--- src/rtl/pool_window_sequencer.sv ---
// Max-pooling window sequencer: walks non-overlapping POOL x POOL windows of a
// feature map in raster order, streams each window's pixels to an external
// pooling PE, and writes the PE's result into a densely packed output map.
module pool_window_sequencer #(
    parameter int DATA_W  = 16,
    parameter int IMG_W   = 8,
    parameter int IMG_H   = 8,
    parameter int POOL    = 2,
    parameter int ADDR_W  = 12,
    parameter int TIMEOUT = 15
) (
    input  logic              clk,
    input  logic              reset,
    input  logic              start,
    output logic              busy,
    output logic              done,
    output logic              error,
    output logic              rd_en,
    output logic [ADDR_W-1:0] rd_addr,
    input  logic [DATA_W-1:0] rd_data,
    output logic              pe_start,
    output logic              pe_enable,
    output logic [DATA_W-1:0] pe_data,
    input  logic              pe_flag,
    input  logic [DATA_W-1:0] pe_result,
    output logic              wr_en,
    output logic [ADDR_W-1:0] wr_addr,
    output logic [DATA_W-1:0] wr_data
);

    localparam int OW   = IMG_W / POOL;
    localparam int OH   = IMG_H / POOL;
    localparam int NOUT = OW * OH;
    localparam int PW   = (POOL > 1)    ? $clog2(POOL)      : 1;
    localparam int OXW  = (OW > 1)      ? $clog2(OW)        : 1;
    localparam int OYW  = (OH > 1)      ? $clog2(OH)        : 1;
    localparam int OIW  = (NOUT > 1)    ? $clog2(NOUT)      : 1;
    localparam int TW   = (TIMEOUT > 0) ? $clog2(TIMEOUT+1) : 1;

    localparam logic [PW-1:0]  WLAST  = PW'(POOL - 1);
    localparam logic [OXW-1:0] OXLAST = OXW'(OW - 1);
    localparam logic [OYW-1:0] OYLAST = OYW'(OH - 1);
    localparam logic [TW-1:0]  TLAST  = TW'(TIMEOUT);

    // Reject geometries the address space or window tiling cannot represent.
    if (longint'(IMG_W) * longint'(IMG_H) > (longint'(1) << ADDR_W)) begin : g_addr_chk
        $error("pool_window_sequencer: IMG_W*IMG_H exceeds 2**ADDR_W");
    end
    if ((IMG_W % POOL) != 0 || (IMG_H % POOL) != 0) begin : g_pool_chk
        $error("pool_window_sequencer: POOL must divide IMG_W and IMG_H");
    end

    typedef enum logic [2:0] {
        IDLE, ARM, READ, WAIT, WRITE, DONE
    } state_t;

    state_t          state, state_nxt;
    logic [PW-1:0]   wx, wy;
    logic [OXW-1:0]  ox;
    logic [OYW-1:0]  oy;
    logic [OIW-1:0]  oidx;
    logic [TW-1:0]   tcnt;

    // Raster address of pixel (wx,wy) inside window (ox,oy), truncated to ADDR_W.
    function automatic logic [ADDR_W-1:0] addr_of(
        input logic [OXW-1:0] ox_v, input logic [OYW-1:0] oy_v,
        input logic [PW-1:0] wx_v, input logic [PW-1:0] wy_v);
        logic [63:0] a;
        a = (64'(oy_v) * 64'(POOL) + 64'(wy_v)) * 64'(IMG_W)
            + 64'(ox_v) * 64'(POOL) + 64'(wx_v);
        return a[ADDR_W-1:0];
    endfunction

    // The PE reads straight off the buffer; its valid lags the read strobe.
    assign pe_data = rd_data;

    // State register.
    always_ff @(posedge clk) begin
        if (reset) state <= IDLE;
        else       state <= state_nxt;
    end

    // Next-state decode and per-state strobes.
    always_comb begin
        state_nxt = state;
        busy      = 1'b0;
        done      = 1'b0;
        rd_en     = 1'b0;
        rd_addr   = '0;
        pe_start  = 1'b0;
        wr_en     = 1'b0;
        wr_addr   = '0;
        case (state)
            IDLE: begin
                if (start) state_nxt = ARM;
            end
            ARM: begin
                busy      = 1'b1;
                state_nxt = READ;
            end
            READ: begin
                busy     = 1'b1;
                pe_start = 1'b1;
                rd_en    = 1'b1;
                rd_addr  = addr_of(ox, oy, wx, wy);
                if (wx == WLAST && wy == WLAST) state_nxt = WAIT;
            end
            WAIT: begin
                busy     = 1'b1;
                pe_start = 1'b1;
                if (pe_flag)            state_nxt = WRITE;
                else if (tcnt == TLAST) state_nxt = DONE;
            end
            WRITE: begin
                busy     = 1'b1;
                pe_start = 1'b1;
                wr_en    = 1'b1;
                wr_addr  = ADDR_W'(oidx);
                if (ox == OXLAST && oy == OYLAST) state_nxt = DONE;
                else                              state_nxt = ARM;
            end
            DONE: begin
                done      = ~error;
                state_nxt = IDLE;
            end
            default: state_nxt = IDLE;
        endcase
    end

    // Window/pixel counters, timeout, sticky error and captured result.
    always_ff @(posedge clk) begin
        if (reset) begin
            wx      <= '0;
            wy      <= '0;
            ox      <= '0;
            oy      <= '0;
            oidx    <= '0;
            tcnt    <= '0;
            error   <= 1'b0;
            wr_data <= '0;
        end else begin
            case (state)
                IDLE: begin
                    if (start) begin
                        ox    <= '0;
                        oy    <= '0;
                        oidx  <= '0;
                        error <= 1'b0;
                    end
                end
                ARM: begin
                    wx   <= '0;
                    wy   <= '0;
                    tcnt <= '0;
                end
                READ: begin
                    if (wx == WLAST) begin
                        wx <= '0;
                        wy <= (wy == WLAST) ? '0 : wy + 1'b1;
                    end else begin
                        wx <= wx + 1'b1;
                    end
                end
                WAIT: begin
                    tcnt <= tcnt + 1'b1;
                    if (pe_flag)            wr_data <= pe_result;
                    else if (tcnt == TLAST) error   <= 1'b1;
                end
                WRITE: begin
                    oidx <= oidx + 1'b1;
                    if (ox == OXLAST) begin
                        ox <= '0;
                        oy <= (oy == OYLAST) ? '0 : oy + 1'b1;
                    end else begin
                        ox <= ox + 1'b1;
                    end
                end
                default: ;
            endcase
        end
    end

    // pe_enable marks the cycle rd_data is valid: one cycle after rd_en.
    always_ff @(posedge clk) begin
        if (reset) pe_enable <= 1'b0;
        else       pe_enable <= rd_en;
    end

endmodule

--- config.mk ---
export PLATFORM = sky130hd
export DESIGN_NAME = pool_window_sequencer
export DESIGN_NICKNAME = d
export VERILOG_FILES = /design/src/rtl/pool_window_sequencer.sv
export SDC_FILE = /design/constraint.sdc
export NUM_CORES = 1
export LEC_CHECK = 0
export BUFFER_PORTS_ARGS = -buffer_cell sky130_fd_sc_hd__buf_2
export CAP_MARGIN = 30
export CORE_ASPECT_RATIO = 1.2
export CORE_UTILIZATION = 44
export CTS_CLUSTER_DIAMETER = 80
export DETAILED_ROUTE_END_ITERATION = 12
export PLACE_DENSITY = 0.89
export REMOVE_ABC_BUFFERS = 1
export SETUP_SLACK_MARGIN = 0.02
export SLEW_MARGIN = 5
export SYNTH_ARGS = -nofsm -noshare
export SYNTH_HDL_FRONTEND = slang
export SYNTH_SLANG_ARGS = --single-unit
--- constraint.sdc ---
create_clock -name clk -period 1.4 [get_ports clk]
set_input_delay 0.28 -clock clk [delete_from_list [all_inputs] [get_ports clk]]
set_output_delay 0.28 -clock clk [all_outputs]
set_load 0.05 [all_outputs]
==> run_summary.xml, run 1 <==
<?xml version="1.0" encoding="UTF-8"?>
<metrics>
  <group name="status">
    <metric name="status" unit="">finished with violations</metric>
    <metric name="violations" unit="">negative setup slack</metric>
  </group>
  <group name="clock_tree">
    <metric name="tritoncts.num_buffers" unit="">5</metric>
    <metric name="clk_root_buffer_cell" unit="">clkbuf_8</metric>
    <metric name="cts-hold-fix-buffers" unit="">0</metric>
    <metric name="htreeDepth" unit="">2</metric>
    <metric name="clock_tree.buffer_depth" unit="">2</metric>
    <metric name="clk_transition_reported_paths" unit="ps">70</metric>
    <metric name="cts_tree" unit="">built</metric>
    <metric name="clkLatencyLatePin" unit="ps">290</metric>
    <metric name="clock-sinks" unit="">35</metric>
  </group>
  <group name="placed_design">
    <metric name="final_weighted_congestion_of_routability_driven_global_placement" unit="">0.7752</metric>
    <metric name="detailed_place_hpwl" unit="mm">3.069</metric>
    <metric name="buffer_ports.inserted" unit="">52</metric>
    <metric name="placed_cell_area" unit="µm²">2049</metric>
  </group>
  <group name="synthesis">
    <metric name="syn-mean-instance-area" unit="µm²">8.035</metric>
    <metric name="synthDistinctLibCells" unit="">39</metric>
    <metric name="synth-seq-cells" unit="">35</metric>
    <metric name="yosys.area_share.simple" unit="%">24.72</metric>
    <metric name="ys_seq_area_share" unit="%">39.11</metric>
    <metric name="synth-edff-count" unit="">0</metric>
    <metric name="postSynth.asyncResetShare" unit="%">0</metric>
    <metric name="top_ff_cell_synth" unit="">dfxtp_1</metric>
    <metric name="syn_inst" unit="">223</metric>
    <metric name="yosysWarningCount" unit="">0</metric>
    <metric name="synth_top_family_by_area" unit="">simple AND/OR/NAND/NOR gates</metric>
    <metric name="synth.cell_area" unit="µm²">1792</metric>
    <metric name="yosys.area_share.adder" unit="%">2.793</metric>
    <metric name="synth_compound_gate_area_share" unit="%">13.76</metric>
    <metric name="synthXorXnorAreaFrac" unit="%">0.4888</metric>
    <metric name="muxShareOfSynthArea" unit="%">2.374</metric>
  </group>
  <group name="floorplan">
    <metric name="rows" unit="">25</metric>
    <metric name="floorplan.die_area" unit="µm²">4332</metric>
    <metric name="core_region_area" unit="µm²">3910</metric>
    <metric name="floorplan.initialDensity" unit="%">45.82</metric>
    <metric name="die_w" unit="µm">60.25</metric>
    <metric name="die_h" unit="µm">71.90</metric>
    <metric name="floorplan.io_pins" unit="">99</metric>
  </group>
  <group name="cells_and_area">
    <metric name="layout_commonest_cell" unit="">nand2_1</metric>
    <metric name="layout.cells.most_common_list" unit="">nand2_1, buf_2, dfxtp_1</metric>
    <metric name="postLayoutCellArea" unit="µm²">2726</metric>
    <metric name="final_layout_size_suffix_gt1_share" unit="%">51.88</metric>
    <metric name="diodes" unit="">0</metric>
    <metric name="layout.nets" unit="">332</metric>
    <metric name="syn2layout_area_growth" unit="%">52.16</metric>
  </group>
  <group name="grt">
    <metric name="wire_length_of_the_first_global_routing_pass" unit="mm">6.975</metric>
    <metric name="grt_usage" unit="%">21.78</metric>
    <metric name="first_global_vias" unit="">1600</metric>
    <metric name="grt_max_degree" unit="">22</metric>
    <metric name="grt_antenna_before_repair" unit="">0</metric>
    <metric name="globalRoute.totalOverflow" unit="">0</metric>
  </group>
  <group name="detailed_routing">
    <metric name="avgRoutedWirePerCell" unit="µm">15.76</metric>
    <metric name="finalWirelength" unit="mm">5.469</metric>
    <metric name="drt_pre_antenna_iters" unit="">4</metric>
    <metric name="routed-via-count" unit="">1853</metric>
    <metric name="drtAntennaViolNets" unit="">0</metric>
    <metric name="avgViaCountPerCell" unit="">5.340</metric>
    <metric name="first_iter_violations" unit="">111</metric>
    <metric name="route.detailed.drc" unit="">0</metric>
  </group>
  <group name="job">
    <metric name="drv_cap" unit="">0</metric>
  </group>
  <group name="power">
    <metric name="max-vdd-ir-drop" unit="V">0.0004690</metric>
    <metric name="static-leakage-power" unit="nW">1.178</metric>
    <metric name="power.density_cell_area" unit="nW/µm²">974.8</metric>
  </group>
  <group name="min_path">
    <metric name="hp-class" unit="">input port to flip-flop</metric>
    <metric name="hold-path-cell-count" unit="">3</metric>
  </group>
  <group name="worst_setup_path">
    <metric name="timing.reg2reg.worst_path_depth" unit="">7</metric>
    <metric name="crit_cells" unit="">5</metric>
    <metric name="crit_slowest_cell" unit="">dfxtp_4</metric>
    <metric name="crit_path_max_incr_delay" unit="ps">370</metric>
    <metric name="critical_path.n_buffers_inverters" unit="">3</metric>
    <metric name="crit_top_cell" unit="">buf_6</metric>
    <metric name="critPathLaunchType" unit="">flip-flop</metric>
    <metric name="crit_required" unit="ps">1120</metric>
    <metric name="worst_setup_path_end_kind" unit="">primary output</metric>
    <metric name="timing_worst_setup_path_type" unit="">flip-flop to primary output</metric>
    <metric name="timing.critical_path.arrival" unit="ps">1330</metric>
    <metric name="critPathMaxFanout" unit="">5</metric>
    <metric name="path_cells" unit="">buf_6 &gt; nor2_4 &gt; buf_6 &gt; and2_4 &gt; buf_8</metric>
    <metric name="critical-path-top-delay-family" unit="">buffers and inverters</metric>
  </group>
  <group name="timing">
    <metric name="final_hold_viol_count" unit="">0</metric>
    <metric name="unrepaired_setup_endpoints_after_global_routing" unit="">true</metric>
    <metric name="finalWorstPathRequiredPeriod" unit="ps">1614</metric>
    <metric name="timing.clock.skew" unit="ps">13.05</metric>
    <metric name="timing.fmax" unit="GHz">0.6197</metric>
    <metric name="slew_viol_final" unit="">0</metric>
    <metric name="setup_viol" unit="">38</metric>
    <metric name="fin_worst_hold_slack" unit="ps">231.4</metric>
    <metric name="crit_share_post_route" unit="%">115.3</metric>
    <metric name="fin_ws" unit="ps">-213.8</metric>
  </group>
</metrics>
path summary, 6_finish.rpt:
kind                               startpoint     endpoint  slack (ps)
worst min-delay path            pe_result[15]  wr_data[15]         230
worst min register to register     wr_data[7]   wr_data[7]         470
worst max register to register       state[0]        oy[0]        -180
worst max-delay path                 state[0]   rd_addr[4]        -210
metrics by stage:
step / util, % / setup slack, ps / cells / setup TNS [ps] / power, mW
after CTS: 62.40 / -187.9 / 335 / -2374 / 2.528
final: 69.73 / -213.8 / 347 / -4540 / 2.658
after global routing: 69.73 / -247.7 / 347 / -6494 / 2.743
after floorplan: - / -1006 / 195 / -8679 / 1.324
after global placement: 52.42 / -59.41 / 321 / -222.2 / 1.479
after detailed placement: 52.42 / -109.9 / 321 / -221.2 / 1.486
worst reg2reg max path, stage by stage, from the launching register on:
cell	delay, ps
dfxtp_4	370
buf_4	140
nor2_4	160
buf_6	120
buf_4	100
nand2_2	50
or4_4	430
a21oi_2	160
cells in the mapped netlist, drive strengths merged (2+ instances only):
cell type	n	area, µm²
a22oi	4	30.03
nand2b	3	18.77
mux2	2	22.52
inv	4	15.01
nor2	14	55.06
a21oi	26	130.1
mux2i	2	20.02
ha	4	50.05
nand3	4	20.02
dfxtp	35	700.7
nand2	42	160.2
nor3	5	36.29
and2	6	37.54
nor2b	2	12.51
nor4bb	2	20.02
o21ai	6	30.03
nor4	2	12.51
clkbuf	6	22.52
buf	35	259.0
and3	5	31.28
state kept, by name, summed over array words and instances (netlist names), 2 cells and up:
| register | count |
|---|---|
| oy | 2 |
| tcnt | 4 |
| state | 3 |
| ox | 2 |
| wr_data | 16 |
| oidx | 4 |
timing repair:
| action | in CTS | in global routing |
|---|---|---|
| cloned | 1 | 0 |
| resized for setup | 68 | 50 |
| endpoints found under the setup margin | 34 | 44 |
| pin swaps | 7 | 18 |
| buffers inserted | 5 | 12 |
per-layer routing:
| metal | wire, µm | up-vias | global-route usage (%) |
|---|---|---|---|
| met5 | 0 | - | 3.896 |
| met4 | 182 | 0 | 10.59 |
| met3 | 474 | 21 | 9.804 |
| met2 | 2923 | 119 | 37.85 |
| met1 | 1888 | 866 | 20.96 |
| li1 | - | 847 | - |
where the power goes:
group / internal, mW / leakage, nW / total [mW] / switching (mW)
Combinational: 0.274 / 0.832 / 0.666 / 0.392
Clock: 0.576 / 0.0612 / 0.946 / 0.370
Sequential: 1.02 / 0.284 / 1.05 / 0.0288
Total: 1.87 / 1.18 / 2.66 / 0.791
kinds of logic (layout without fill, tap and decap cells):
| group | Yosys count | count (layout) |
|---|---|---|
| AOI/OAI and AO/OA | 43 | 43 |
| xor gates and xnor gates | 1 | 1 |
| adders and majority gates | 4 | 4 |
| buffers and inverters | 45 | 101 |
| DFF | 35 | 35 |
| muxes | 4 | 4 |
| other | 1 | 14 |
| and+or+nand+nor | 90 | 91 |
final cells by class:
| type | instances | area, µm² |
|---|---|---|
| fillers | 282 | 1184 |
| multi-input cells | 157 | 1062 |
| repair buffers | 89 | 750.7 |
| flip-flops and latches | 35 | 709.4 |
| clock buffers | 6 | 82.58 |
| well taps | 54 | 67.56 |
| clock inverters | 2 | 35.03 |
| inverters | 4 | 18.77 |
Power figures use the tool's default switching activity.
==> run 2: changes to the inputs <==
==> constraint.sdc (replaced) <==
create_clock -name clk -period 1.4 [get_ports clk]
set_input_delay 0.28 -clock clk [delete_from_list [all_inputs] [get_ports clk]]
set_output_delay 0.28 -clock clk [all_outputs]
set_load 0.005 [all_outputs]
==> run 2 against run 1 <==
The run still ends with negative setup slack left. Count of clock-buffer cells in the layout increased by 1. First-iteration DRC count increased by 7.2%. Non-clock buffer count increased by 3. Setup slack improved by 77 ps. Core utilization decreased by 5.6 points. Die area unchanged. Global-route usage decreased by 0.93 points. Register-to-register slack improved by 170 ps. Sequential cell count unchanged. Critical endpoint is now pe_start. Cell count increased by 0.58%. Via count decreased by 4.5%. Critical path depth unchanged.
==> run_summary.xml, run 2 (same netlist as run 1, synthesis figures left out) <==
<?xml version="1.0" encoding="UTF-8"?>
<metrics>
  <group name="status">
    <metric name="status" unit="">finished with violations</metric>
    <metric name="violations" unit="">negative setup slack</metric>
  </group>
  <group name="detailed_routing">
    <metric name="drt_pre_antenna_iters" unit="">4</metric>
    <metric name="avgRoutedWirePerCell" unit="µm">13.45</metric>
    <metric name="avgViaCountPerCell" unit="">5.069</metric>
    <metric name="finalWirelength" unit="mm">4.694</metric>
    <metric name="routed-via-count" unit="">1769</metric>
    <metric name="drtAntennaViolNets" unit="">0</metric>
    <metric name="first_iter_violations" unit="">119</metric>
    <metric name="route.detailed.drc" unit="">0</metric>
  </group>
  <group name="timing">
    <metric name="timing.fmax" unit="GHz">0.6507</metric>
    <metric name="crit_share_post_route" unit="%">109.8</metric>
    <metric name="timing.clock.skew" unit="ps">8.074</metric>
    <metric name="unrepaired_setup_endpoints_after_global_routing" unit="">true</metric>
    <metric name="slew_viol_final" unit="">0</metric>
    <metric name="final_hold_viol_count" unit="">0</metric>
    <metric name="fin_worst_hold_slack" unit="ps">229.0</metric>
    <metric name="setup_tns" unit="ps">-1354</metric>
    <metric name="finalWorstPathRequiredPeriod" unit="ps">1537</metric>
    <metric name="fin_ws" unit="ps">-136.8</metric>
    <metric name="setup_viol" unit="">15</metric>
  </group>
  <group name="worst_setup_path">
    <metric name="crit_required" unit="ps">1120</metric>
    <metric name="worst_setup_path_end_kind" unit="">primary output</metric>
    <metric name="timing.reg2reg.worst_path_depth" unit="">6</metric>
    <metric name="worst_reg2reg_startpoint" unit="">state[1]</metric>
    <metric name="timing.critical_path.arrival" unit="ps">1260</metric>
    <metric name="critPathLaunchType" unit="">flip-flop</metric>
    <metric name="worst_reg2reg_path_endpoint" unit="">oy[0]</metric>
    <metric name="setup.reg_to_reg.worst_slack" unit="ps">-10</metric>
    <metric name="timing_worst_setup_path_type" unit="">flip-flop to primary output</metric>
    <metric name="critPathMaxFanout" unit="">5</metric>
  </group>
  <group name="floorplan">
    <metric name="core_region_area" unit="µm²">3910</metric>
    <metric name="die_w" unit="µm">60.25</metric>
    <metric name="floorplan.die_area" unit="µm²">4332</metric>
    <metric name="floorplan.io_pins" unit="">99</metric>
    <metric name="die_h" unit="µm">71.90</metric>
    <metric name="rows" unit="">25</metric>
    <metric name="floorplan.initialDensity" unit="%">45.82</metric>
  </group>
  <group name="clock_tree">
    <metric name="clk_root_buffer_cell" unit="">clkbuf_8</metric>
    <metric name="htreeDepth" unit="">2</metric>
    <metric name="clock_tree.buffer_depth" unit="">2</metric>
    <metric name="clock-sinks" unit="">35</metric>
    <metric name="clk_transition_reported_paths" unit="ps">70</metric>
    <metric name="cts-hold-fix-buffers" unit="">0</metric>
    <metric name="clkLatencyLatePin" unit="ps">290</metric>
    <metric name="tritoncts.num_buffers" unit="">5</metric>
    <metric name="cts_tree" unit="">built</metric>
  </group>
  <group name="cells_and_area">
    <metric name="layout.cells.most_common_list" unit="">buf_2, nand2_1, dfxtp_1</metric>
    <metric name="final_layout_size_suffix_gt1_share" unit="%">45.08</metric>
    <metric name="layout_commonest_cell" unit="">buf_2</metric>
    <metric name="syn2layout_area_growth" unit="%">40.01</metric>
    <metric name="diodes" unit="">0</metric>
    <metric name="biggestRegsByFlops" unit="">wr_data: 16 flops, oidx: 4 flops, tcnt: 4 flops</metric>
    <metric name="fillerInstances" unit="">300</metric>
    <metric name="postLayoutCellArea" unit="µm²">2509</metric>
    <metric name="most_flops_register" unit="">wr_data</metric>
    <metric name="sequential_cell_area" unit="µm²">714.4</metric>
    <metric name="finish.utilization" unit="%">64.16</metric>
    <metric name="largest_register_ff_count" unit="">16</metric>
    <metric name="layout.nets" unit="">334</metric>
    <metric name="multi_input_area" unit="µm²">974.7</metric>
  </group>
  <group name="power">
    <metric name="power" unit="mW">2.176</metric>
    <metric name="max-vdd-ir-drop" unit="V">0.0004850</metric>
    <metric name="static-leakage-power" unit="nW">1.161</metric>
    <metric name="power.density_cell_area" unit="nW/µm²">867.2</metric>
  </group>
  <group name="grt">
    <metric name="grt_antenna_before_repair" unit="">0</metric>
    <metric name="globalRoute.totalOverflow" unit="">0</metric>
    <metric name="first_global_vias" unit="">1544</metric>
    <metric name="grt_max_degree" unit="">20</metric>
    <metric name="grt_usage" unit="%">20.85</metric>
    <metric name="wire_length_of_the_first_global_routing_pass" unit="mm">6.768</metric>
  </group>
  <group name="min_path">
    <metric name="worstHoldStart" unit="">pe_result[0]</metric>
    <metric name="hold_ep" unit="">wr_data[0]</metric>
    <metric name="hp-class" unit="">input port to flip-flop</metric>
    <metric name="hold-path-cell-count" unit="">3</metric>
  </group>
  <group name="placed_design">
    <metric name="detailed_place_hpwl" unit="mm">2.989</metric>
    <metric name="buffer_ports.inserted" unit="">52</metric>
    <metric name="final_weighted_congestion_of_routability_driven_global_placement" unit="">0.8162</metric>
    <metric name="placed_cell_area" unit="µm²">2095</metric>
  </group>
  <group name="job">
    <metric name="drv_cap" unit="">0</metric>
  </group>
</metrics>
[run 2: worst max path at each step]
stage / startpoint / end / slack (ps) / cells past startpoint
final: state[1] / pe_start / -140 / 5
after global routing: state[1] / pe_start / -180 / 5
after CTS: state[2] / rd_addr[5] / -110 / 5
after detailed placement: state[1] / oy[0] / -70 / 4
after global placement: state[1] / rd_addr[1] / 10 / 5
after floorplan: state[1] / oy[0] / -90 / 4
[run 2: final cells by class]
class | instances | area share [%]
multi-input combinational | 156 | 38.85
sequential | 35 | 28.48
timing repair buffer | 92 | 25.94
clock buffer | 7 | 3.042
tap | 54 | 2.693
inverter | 4 | 0.7980
clock inverter | 1 | 0.1995
[run 2: layer usage]
layer / track usage, % / routed length, µm / vias to the layer above / share of wire (%)
li1: - / - / 852 / -
met1: 21.14 / 1840 / 818 / 39
met2: 35.41 / 2354 / 90 / 50
met3: 9.804 / 406 / 9 / 8.6
met4: 8.786 / 93 / 0 / 2.0
met5: 3.896 / 0 / - / 0
[run 2: worst max-delay path, stage by stage (launching register included)]
cell and delay (ps):
dfxtp_4 380, nor2_4 170, nand2_2 110, buf_4 150
nand2_1 50, buf_2 110
[run 2: metrics by stage]
step | worst slack, ps | std cells
floorplan | -88.96 | 195
global placement | 14.98 | 327
detailed placement | -71.76 | 327
CTS | -109.6 | 340
global route | -180.4 | 349
finish | -136.8 | 349
[run 2: repair_timing]
action,4_1_cts,5_1_grt
resized for setup,21,37
setup endpoints to repair,32,30
setup buffers,5,8
pin swaps,3,13
cloned,0,1
[run 2: report_power, final]
group	switching, mW	internal [mW]	total, mW
sequential	0.0284	1.02	1.04
combinational	0.206	0.230	0.435
clock	0.348	0.349	0.696
total	0.582	1.59	2.18
==> run 3: changes to the inputs <==
--- a/config.mk
+++ b/config.mk
@@ -11,6 +11,7 @@
 export CORE_UTILIZATION = 44
 export CTS_CLUSTER_DIAMETER = 80
 export DETAILED_ROUTE_END_ITERATION = 12
+export GPL_TIMING_DRIVEN = 0
 export PLACE_DENSITY = 0.89
 export REMOVE_ABC_BUFFERS = 1
 export SETUP_SLACK_MARGIN = 0.02
==> run 3 against run 2 <==
The flow still finishes with violations (negative setup slack). Total power is 1.9% higher. Design area decreased by 5.4%. First-iteration DRC count down 4.2%. Fmax grew 2.1%. Clock skew shrank 4.4 ps. Die area unchanged. Core utilization shrank 3.5 points. Setup slack improved by 31 ps. Critical path depth fell by 1. Worst hold slack worse by 3.4 ps. Via count down 5.5%. Critical endpoint is now wr_addr[1]. Largest cell class unchanged. Largest power group unchanged.
==> run_summary.xml, run 3 (same netlist as run 1, synthesis figures left out) <==
<?xml version="1.0" encoding="UTF-8"?>
<metrics>
  <group name="grt">
    <metric name="grt_max_degree" unit="">35</metric>
    <metric name="first_global_vias" unit="">1394</metric>
    <metric name="grt_antenna_before_repair" unit="">0</metric>
    <metric name="wire_length_of_the_first_global_routing_pass" unit="mm">6.341</metric>
    <metric name="grt_usage" unit="%">19.49</metric>
    <metric name="globalRoute.totalOverflow" unit="">0</metric>
  </group>
  <group name="floorplan">
    <metric name="rows" unit="">25</metric>
    <metric name="floorplan.io_pins" unit="">99</metric>
    <metric name="die_w" unit="µm">60.25</metric>
    <metric name="floorplan.initialDensity" unit="%">45.82</metric>
    <metric name="die_h" unit="µm">71.90</metric>
    <metric name="core_region_area" unit="µm²">3910</metric>
    <metric name="floorplan.die_area" unit="µm²">4332</metric>
  </group>
  <group name="cells_and_area">
    <metric name="layout.cells.most_common_list" unit="">buf_2, nand2_1, dfxtp_1</metric>
    <metric name="final_layout_size_suffix_gt1_share" unit="%">42.65</metric>
    <metric name="finalNonFillerCells" unit="">333</metric>
    <metric name="diodes" unit="">0</metric>
    <metric name="biggestRegsByFlops" unit="">wr_data: 16 flops, oidx: 4 flops, tcnt: 4 flops</metric>
    <metric name="fillerInstances" unit="">308</metric>
    <metric name="most_flops_register" unit="">wr_data</metric>
    <metric name="finish.utilization" unit="%">60.67</metric>
    <metric name="largest_register_ff_count" unit="">16</metric>
    <metric name="layout.nets" unit="">318</metric>
    <metric name="layout_commonest_cell" unit="">buf_2</metric>
    <metric name="syn2layout_area_growth" unit="%">32.40</metric>
  </group>
  <group name="placed_design">
    <metric name="dp_cells" unit="">301</metric>
    <metric name="buffer_ports.inserted" unit="">52</metric>
    <metric name="final_weighted_congestion_of_routability_driven_global_placement" unit="">0.7417</metric>
    <metric name="detailed_place_hpwl" unit="mm">2.598</metric>
  </group>
  <group name="detailed_routing">
    <metric name="route.detailed.drc" unit="">0</metric>
    <metric name="routed-via-count" unit="">1672</metric>
    <metric name="first_iter_violations" unit="">114</metric>
    <metric name="drtAntennaViolNets" unit="">0</metric>
    <metric name="avgViaCountPerCell" unit="">5.021</metric>
    <metric name="finalWirelength" unit="mm">4.642</metric>
    <metric name="avgRoutedWirePerCell" unit="µm">13.94</metric>
    <metric name="drt_pre_antenna_iters" unit="">4</metric>
  </group>
  <group name="status">
    <metric name="status" unit="">finished with violations</metric>
    <metric name="violations" unit="">negative setup slack</metric>
  </group>
  <group name="timing">
    <metric name="maxSlewHeadroom" unit="%">54.69</metric>
    <metric name="timing_worst_slew_pin_value" unit="ps">679.7</metric>
    <metric name="unrepaired_setup_endpoints_after_global_routing" unit="">true</metric>
    <metric name="timing.clock.skew" unit="ps">3.665</metric>
    <metric name="setup_viol" unit="">30</metric>
    <metric name="slew_viol_final" unit="">0</metric>
    <metric name="finalWorstPathRequiredPeriod" unit="ps">1506</metric>
    <metric name="final_hold_viol_count" unit="">0</metric>
    <metric name="fin_ws" unit="ps">-105.8</metric>
    <metric name="fin_worst_hold_slack" unit="ps">225.6</metric>
    <metric name="crit_share_post_route" unit="%">107.6</metric>
    <metric name="timing.fmax" unit="GHz">0.6641</metric>
  </group>
  <group name="clock_tree">
    <metric name="clock-sinks" unit="">35</metric>
    <metric name="tritoncts.num_buffers" unit="">5</metric>
    <metric name="cts_tree" unit="">built</metric>
    <metric name="clk_transition_reported_paths" unit="ps">70</metric>
    <metric name="cts-hold-fix-buffers" unit="">0</metric>
    <metric name="clock_tree.buffer_depth" unit="">2</metric>
    <metric name="clkLatencyLatePin" unit="ps">290</metric>
    <metric name="htreeDepth" unit="">2</metric>
    <metric name="clk_root_buffer_cell" unit="">clkbuf_8</metric>
  </group>
  <group name="worst_setup_path">
    <metric name="crit_path_max_incr_delay" unit="ps">370</metric>
    <metric name="worst_setup_path_end_kind" unit="">primary output</metric>
    <metric name="worst_reg2reg_path_endpoint" unit="">wr_data[8]</metric>
    <metric name="path_cells" unit="">nor2_4 &gt; buf_6 &gt; and3_4 &gt; buf_6</metric>
    <metric name="crit_required" unit="ps">1120</metric>
    <metric name="critical_path.n_buffers_inverters" unit="">2</metric>
    <metric name="timing_worst_setup_path_type" unit="">flip-flop to primary output</metric>
    <metric name="worst_reg2reg_startpoint" unit="">state[2]</metric>
    <metric name="critical-path-top-delay-family" unit="">flip-flops</metric>
    <metric name="critPathLaunchType" unit="">flip-flop</metric>
    <metric name="timing.reg2reg.worst_path_depth" unit="">7</metric>
    <metric name="crit_cells" unit="">4</metric>
    <metric name="critPathMaxFanout" unit="">5</metric>
    <metric name="crit_top_cell" unit="">buf_6</metric>
    <metric name="timing.critical_path.arrival" unit="ps">1230</metric>
    <metric name="timing.critical_path.to" unit="">wr_addr[1]</metric>
    <metric name="worst_setup_path_startpoint" unit="">state[0]</metric>
    <metric name="crit_slowest_cell" unit="">dfxtp_4</metric>
    <metric name="setup.reg_to_reg.worst_slack" unit="ps">-60</metric>
  </group>
  <group name="power">
    <metric name="power.density_cell_area" unit="nW/µm²">934.1</metric>
    <metric name="max-vdd-ir-drop" unit="V">0.0005454</metric>
    <metric name="static-leakage-power" unit="nW">1.068</metric>
  </group>
  <group name="min_path">
    <metric name="hp-class" unit="">input port to flip-flop</metric>
  </group>
  <group name="job">
    <metric name="drv_cap" unit="">0</metric>
  </group>
</metrics>
run 3: stage by stage:
stage               cell area [µm²]  setup TNS, ps  setup WS [ps]  power [mW]
global placement               1887         -10060         -362.3       1.265
floorplan                      1559         -406.7         -88.96       1.179
CTS                            2180         -788.2         -94.83       2.149
finish                         2372          -1595         -105.8       2.216
detailed placement             1887         -11890         -422.2       1.272
global route                   2372          -3205         -133.0       2.295
run 3: worst min path at each step:
stage / slack, ps / start / end / cells after the start
3_3_place_gp: 440 / wr_data[8] / wr_data[8] / 2
5_1_grt: 220 / pe_result[9] / wr_data[9] / 3
6_report: 230 / pe_result[15] / wr_data[15] / 3
2_1_floorplan: 350 / reset / oidx[2] / 1
4_1_cts: 220 / pe_result[9] / wr_data[9] / 3
3_5_place_dp: 440 / wr_data[6] / wr_data[6] / 2
run 3: metal layers:
layer | global-route usage [%] | vias to the layer above | routed length (µm)
met2 | 32.60 | 88 | 2294
met1 | 20.09 | 761 | 1871
met3 | 10.34 | 6 | 425
li1 | - | 817 | -
met5 | 3.896 | - | 0
met4 | 6.718 | 0 | 51
run 3: area by class of cell:
class	instances	area (µm²)	area share, %
Multi-Input combinational cell	156	964.7	40.66
Sequential cell	35	715.7	30.17
Inverter	4	18.77	0.7911
Tap cell	54	67.56	2.848
Timing Repair Buffer	76	505.5	21.31
Clock buffer	8	100.1	4.219
run 3: what timing repair did:
item	in CTS	in global routing
gates resized for setup	22	33
setup buffers	17	6
cloned	0	1
endpoints found under the setup margin	47	35
pin swaps	5	11
run 3: report_power, final:
part | switching, mW | internal [mW]
clock | 0.354 | 0.449
combinational | 0.194 | 0.176
sequential | 0.0278 | 1.02
total | 0.576 | 1.64
run 3: worst min-delay path, delay by kind of cell:
kind	cells	cell delay, ps
AOI/OAI and AO/OA	1	50
and+or+nand+nor	1	40
buffers and inverters	1	90
